--- src/rtl/axi_rd_arbiter.sv ---
// rtl/axi_rd_arbiter.sv - round-robin arbiter merging per-client reads onto one AXI AR/R channel pair
module axi_rd_arbiter #(
    parameter int NUM_RD     = 2,
    parameter int LINE_WORDS = 4,
    parameter int RESET_RR   = 0
) (
    input  logic                     aclk,
    input  logic                     aresetn,
    input  logic [NUM_RD-1:0]        rd_req,
    input  logic [3*NUM_RD-1:0]      rd_type,
    input  logic [32*NUM_RD-1:0]     rd_addr,
    output logic [NUM_RD-1:0]        rd_rdy,
    output logic [NUM_RD-1:0]        ret_valid,
    output logic                     ret_last,
    output logic [31:0]              ret_data,
    output logic [3:0]               arid,
    output logic [31:0]              araddr,
    output logic [7:0]               arlen,
    output logic [2:0]               arsize,
    output logic                     arvalid,
    input  logic                     arready,
    input  logic [3:0]               rid,
    input  logic [31:0]              rdata,
    input  logic                     rlast,
    input  logic                     rvalid,
    output logic                     rready
);

    localparam int          PW        = (NUM_RD > 1) ? $clog2(NUM_RD) : 1;
    localparam logic [31:0] LINE_MASK = ~(32'(4 * LINE_WORDS) - 32'd1);

    logic [NUM_RD-1:0] outstanding;
    logic [NUM_RD-1:0] rid_oh;
    logic [NUM_RD-1:0] beat_hit;
    logic [NUM_RD-1:0] clr_mask;
    logic [NUM_RD-1:0] eligible;
    logic [PW-1:0]     rr_ptr;
    logic [PW-1:0]     grant_idx;
    logic              grant_found;
    logic              accept;
    logic [2:0]        sel_type;
    logic [31:0]       sel_addr;

    function automatic logic [PW-1:0] wrap_add(input logic [PW-1:0] base, input int k);
        int s;
        s = int'(base) + k;
        if (s >= NUM_RD) s = s - NUM_RD;
        return PW'(s);
    endfunction

    // A final beat frees its client in the same cycle, so it can be re-granted immediately.
    always_comb begin
        rid_oh   = (int'(rid) < NUM_RD) ? (NUM_RD'(1) << rid) : '0;
        beat_hit = rvalid ? (rid_oh & outstanding) : '0;
        clr_mask = rlast ? beat_hit : '0;
        eligible = rd_req & ~(outstanding & ~clr_mask);
    end

    // Lowest offset from rr_ptr wins; the loop runs downward so the last hit is the winner.
    always_comb begin
        grant_found = 1'b0;
        grant_idx   = '0;
        for (int k = NUM_RD - 1; k >= 0; k--) begin
            if (eligible[wrap_add(rr_ptr, k)]) begin
                grant_found = 1'b1;
                grant_idx   = wrap_add(rr_ptr, k);
            end
        end
        accept   = aresetn && grant_found && (!arvalid || arready);
        rd_rdy   = accept ? (NUM_RD'(1) << grant_idx) : '0;
        sel_type = rd_type[int'(grant_idx) * 3 +: 3];
        sel_addr = rd_addr[int'(grant_idx) * 32 +: 32];
    end

    assign rready = aresetn;

    always_ff @(posedge aclk or negedge aresetn) begin
        if (!aresetn) begin
            arvalid <= 1'b0;
            arid    <= '0;
            araddr  <= '0;
            arlen   <= '0;
            arsize  <= '0;
        end else if (accept) begin
            arvalid <= 1'b1;
            arid    <= 4'(grant_idx);
            if (sel_type[2]) begin
                araddr <= sel_addr & LINE_MASK;
                arlen  <= 8'(LINE_WORDS - 1);
                arsize <= 3'b010;
            end else begin
                araddr <= sel_addr;
                arlen  <= 8'd0;
                arsize <= {1'b0, sel_type[1:0]};
            end
        end else if (arready) begin
            arvalid <= 1'b0;
        end
    end

    always_ff @(posedge aclk or negedge aresetn) begin
        if (!aresetn) begin
            outstanding <= '0;
            rr_ptr      <= PW'(RESET_RR);
        end else begin
            outstanding <= (outstanding & ~clr_mask) | rd_rdy;
            if (accept) rr_ptr <= wrap_add(grant_idx, 1);
        end
    end

    always_ff @(posedge aclk or negedge aresetn) begin
        if (!aresetn) begin
            ret_valid <= '0;
            ret_last  <= 1'b0;
            ret_data  <= '0;
        end else begin
            ret_valid <= beat_hit;
            ret_last  <= (|beat_hit) & rlast;
            if (|beat_hit) ret_data <= rdata;
        end
    end

endmodule
--- config.mk ---
export PLATFORM = sky130hd
export DESIGN_NAME = axi_rd_arbiter
export DESIGN_NICKNAME = d
export VERILOG_FILES = /design/src/rtl/axi_rd_arbiter.sv
export SDC_FILE = /design/constraint.sdc
export NUM_CORES = 1
export LEC_CHECK = 0
export CORE_MARGIN = 2
export CORE_UTILIZATION = 34
export DETAILED_ROUTE_END_ITERATION = 8
export GPL_ROUTABILITY_DRIVEN = 0
export PLACE_DENSITY = 0.76
export SYNTH_ARGS = -nofsm -noshare
export SYNTH_HDL_FRONTEND = slang
export SYNTH_SLANG_ARGS = --single-unit
--- constraint.sdc ---
create_clock -name aclk -period 1.66 [get_ports aclk]
set_input_delay 0.249 -clock aclk [delete_from_list [all_inputs] [get_ports aclk]]
set_output_delay 0.249 -clock aclk [all_outputs]
set_load 0.02 [all_outputs]
# After elaboration in Yosys (flattened, before gate mapping)
# Cells that the tools add are included.
# Widths: inputs -> output; s select.
word_totals:
  regBits: 83
  input_bits: 113
  out_inout_bits: 86
  elab_cells: 59
classes:
  n_addsub: 5
  mul: 1
  n_lt_le_gt_ge: 6
  n_shift: 4
  mux: 20
  n_bitwise: 7
  reduce_logical: 6
ops:
  columns: ["cell", "n"]
  rows:
  - ["$shiftx 64x7->32", 1]
  - ["$mux 1", 13]
  - ["$mux 2", 6]
  - ["$and 2x2->2", 3]
  - ["$shiftx 6x4->3", 1]
  - ["$add 1x1->2 const B", 2]
  - ["$ge 2x2->1 const B", 2]
  - ["$lt 1x2->1 const B", 2]
  - ["$lt 4x2->1 const B", 1]
  - ["$mux 4", 1]
  - ["$not 2->2", 2]
  - ["$shl 1x4->2 const A", 1]
  - ["$mul 1x2->3 const B", 1]
  - ["$sub 1x1->1 const B", 3]
  - ["$ge 1x2->1 const B", 1]
  - ["$logic_and 1x1->1", 2]
  - ["$or 2x2->2", 1]
  - ["$reduce_bool 2->1", 1]
  - ["$reduce_or 2->1", 1]
  - ["$shl 1x1->2 const A", 1]
  - ["$and 1x1->1", 1]
  - ["$logic_not 1->1", 1]
  - ["$logic_or 1x1->1", 1]

# Longest topological paths before layout
# Gate-level depths: netlist (run 1).
logic_depth:
  depth_word: 17
  depth_mapped: 7
  ltp_nobuf: 5

# Least setup slack after synthesis (run 1)
# OpenSTA, ideal clock, no wires.
synth_timing:
  path_kind: "input-to-output"
  start: "in rid[2]"
  end: "out rd_rdy[1]"
  t_arrival_ns: 1.757
  t_required_ns: 1.411
  slack_ns: -0.346
  stages: 5
  cell_sequence: "or4b_4 > o22ai_2 > a21bo_1 > buf_6 > nor2_1"
synth_via:
  elab_chain_len: 16
  word_cells_on_any_way: 22
synth_rtl:
  columns: ["element", "line", "source"]
  rows:
  - ["start: declaration", "22", "input logic [3:0] rid,"]
  - ["$lt 4x2->1 / $shl 1x4->2 (equally long branches)", "53", "rid_oh = (int'(rid) < NUM_RD) ? (NUM_RD'(1) << rid) : '0;"]
  - ["$mux 2 (*)", "53", null]
  - ["$and 2x2->2 (*)", "54", "beat_hit = rvalid ? (rid_oh & outstanding) : '0;"]
  - ["$mux 2 (*)", "54", null]
  - ["$mux 2 (*)", "55", "clr_mask = rlast ? beat_hit : '0;"]
  - ["$not 2->2 (*)", "56", "eligible = rd_req & ~(outstanding & ~clr_mask);"]
  - ["$and 2x2->2 (*)", "56", null]
  - ["$not 2->2 (*)", "56", null]
  - ["$and 2x2->2 (*)", "56", null]
  - ["$mux 1 (implied by the code) (2 in a row)", "64", "if (eligible[wrap_add(rr_ptr, k)]) begin"]
  - ["$mux 1 (2 in a row)", "64", null]
  - ["$logic_and 1x1->1 (2 in a row)", "69", "accept = aresetn && grant_found && (!arvalid || arready);"]
  - ["$mux 2 (*)", "70", "rd_rdy = accept ? (NUM_RD'(1) << grant_idx) : '0;"]
  - ["end: declaration", "12", "output logic [NUM_RD-1:0] rd_rdy,"]
# Every way passes the cells marked *; elsewhere a longest branch is shown, timed or not. The select of a mux whose other input is x is not followed.

# Final worst setup path (run 1)
layout_timing:
  start: "in rid[3]"
  end: "out rd_rdy[1]"
# Same word-level chain as after synthesis.

==> results of run 1 <==
==> how the worst min path moves through the flow <==
stage / from / end / depth (start not counted)
after floorplan: aresetn / araddr[0] / 0
after global placement: aresetn / outstanding[1] / 2
after detailed placement: aresetn / outstanding[1] / 2
after CTS: aresetn / ret_data[8] / 2
after global routing: aresetn / ret_data[11] / 2
final: aresetn / ret_data[8] / 2
==> sequential cells by signal, summed over array words and instances (netlist names) <==
signal	flops
araddr	32
ret_data	32
arsize	2
outstanding	2
ret_valid	2
arid	1
arlen	1
arvalid	1
ret_last	1
rr_ptr	1
==> power by group <==
part           switching [mW]  internal (mW)  leakage [nW]  total, mW
sequential              0.386           2.55         0.920       2.93
clock                   0.689          0.579        0.0843       1.27
combinational            2.04           2.36          1.80       4.40
total                    3.11           5.49          2.81       8.60
==> timing repair <==
item,4_1_cts,5_1_grt
resized for setup,47,21
pin swaps,9,13
hold buffers,1,0
buffers inserted,9,6
hold endpoints to repair,31,0
setup endpoints to repair,76,63
cloned,5,0
==> cell families after synthesis <==
kind of cell | share of synthesized area
mux | 0.207
flops | 0.555
other cells | 0.00111
simple gates | 0.0907
compound gates | 0.0822
buf+inv | 0.0633
==> routing by layer <==
metal  GRT usage  vias to the layer above  part of all wire  routed length [µm]
li1            -                     1385                 -                   -
met1       0.214                     1363              0.40                3930
met2       0.324                      144              0.50                4900
met3      0.0636                       15             0.085                 842
met4      0.0859                        0             0.022                 214
met5           0                        -                 0                   0
==> cell type report <==
cell class / instances / area, µm² / share of cell area
sequential: 75 / 1880 / 0.309
multi-input combinational: 186 / 1440 / 0.237
clock inverter: 6 / 41.3 / 0.00681
clock buffer: 10 / 138 / 0.0227
tap: 133 / 166 / 0.0274
inverter: 3 / 11.3 / 0.00186
timing repair buffer: 226 / 2390 / 0.395
==> through the flow <==
stage / setup WS (ns) / total power [mW] / setup TNS, ns
4_1_cts: -0.180 / 8.69 / -4.27
5_1_grt: -0.251 / 9.09 / -9.28
3_3_place_gp: -0.998 / 6.95 / -55.80
2_1_floorplan: -0.294 / 4.94 / -12.42
3_5_place_dp: -1.04 / 7.04 / -58.48
6_report: -0.215 / 8.60 / -6.98
==> synth_stat cells (all sizes together), types with 2 or more instances <==
cell,number,area share
dfrtp,75,0.56
nand2,40,0.044
o21ai,35,0.052
mux2i,34,0.10
mux2,32,0.11
buf,19,0.052
nor2b,11,0.020
clkbuf,7,0.0078
nor2,6,0.0067
inv,3,0.0033
nand3,3,0.0044
a21o,2,0.0044
and2,2,0.0037
==> run_results.csv, run 1 <==
group,metric,value,unit
run_status,status,"finished, violations left",
run_status,failed_checks,"setup timing",
layout,fillers,803,
sta,hold_ws,0.0272,ns
global_route,grt_max_degree,45,
synthesis,ys_seq_area_frac,0.555,
floorplanning,initial_core_util,0.347,
layout,drive_above_1_share,0.231,
setup_path,required,1.41,ns
setup_path,reg2reg_to,"araddr[24]",
setup_path,path_common_cell,"buf_6",
sta,tightest_slew,0.539,ns
layout,design_area,0.00607,mm²
setup_path,max_stage_delay,0.58,ns
route,drt_iter0_markers,63,
global_route,grt_util_all_layers,0.189,
setup_path,path_delay_family,"simple AND/OR/NAND/NOR gates",
layout,final_cell_mix,"clkdlybuf4s50_1, dfrtp_1, nand2_1",
layout,area_delta_synth_final,79.5,%
power,p_leak,2.81,nW
sta,period_minus_slack,1.88,ns
setup_path,path_cells,"buf_6 > or4b_4 > o22ai_4 > a21bo_4 > nor2_4 > buf_6",
setup_path,cp.depth,6,
synthesis,ys_warn_count,0,
layout,mostFrequentLayoutCell,"clkdlybuf4s50_1",
synthesis,synthFlopType,"dfrtp_1",
route,vias,2907,
clocking,cts_buffer_depth,2,
clocking,numCtsBuffers,9,
clocking,cts-root-buf,"clkbuf_8",
setup_path,critical_path_arrival,1.63,ns
clocking,clock_latency,0.35,ns
setup_path,rrSetupSlack,-0.17,ns
synthesis,ys_ff_latch,75,
sta,hold_viol,0,
route,route.detailed.drc,0,
placed_design,io_buffers,188,
floorplanning,die_h,104,µm
synthesis,synth_area,0.00338,mm²
setup_path,timing.rr.start,"outstanding[0]",
placed_design,dp_hpwl,7.22,mm
global_route,antenna_found_initial,0,
synthesis,netlist_instances,281,
floorplanning,die_x,104,µm
global_route,grt_pass1_vias,3033,
setup_path,worst_setup_path_start_kind,"input port",
sta,rsz0062_at_grt,"true",
layout,stdcell_count,639,
power,vdd_ir_drop_max,0.000586,V
setup_path,path_max_fanout,3,
synthesis,synth_edf_count,0,
setup_path,critPathSlowestCell,"or4b_4",
power,power_density,1420,mW/mm²
setup_path,crit_start,"rid[3]",
layout,nets,614,
setup_path,r2r_cells,8,
sta,fin_crit_sh,1.13,
sta,final_max_slew_viol_count,0,
global_route,grt_pass1_wl,15.8,mm
clocking,cts_max_level,3,
run,cap_violations,0,
setup_path,worst-path-buf-inv,2,
route,ant_nets,0,
route,drt-pass1-iter-count,4,
setup_path,endpoint,"rd_rdy[1]",
layout,antenna_cells,0,
floorplanning,die_area,0.0108,mm²
setup_path,setup.worst_path.class,"input port to output pin",
placed_design,place_area,0.00552,mm²
sta,fin_skew,0.00800,ns
synthesis,yosysUniqueCellTypes,29,
sta,fmax,0.533,GHz
route,post_drt_wl_per_cell,15.5,µm
sta,fin_ws,-0.215,ns
floorplanning,boundaryPins,199,
placed_design,dp_cells,607,
synthesis,syn_avg_cell_area,12.0,µm²
route,via_per_inst,4.55,
clocking,cts_tree,"yes",
setup_path,endpoint_kind,"output pin",
clocking,cts.sinks,75,
layout,post-route-util,0.624,
synthesis,async_reset_ff_frac,1.00,
sta,slew_headroom,0.641,
sta,setup_viol,67,
clocking,cts.clk_slew.worst_paths,0.07,ns
floorplanning,row_count,36,
floorplanning,core_region_area,0.00973,mm²
route,wirelength,9.88,mm
global_route,overflow,0,
min_path,hold_class,"input port to asynchronous set/reset pin",
Note: power is estimated with default switching activity, not from simulation.
==> inputs of run 2 (changes only) <==
CAP_MARGIN = 10   (was default)
==> results of run 2 <==
Same layout as run 1: the final DEF is identical, and so are final timing and power.
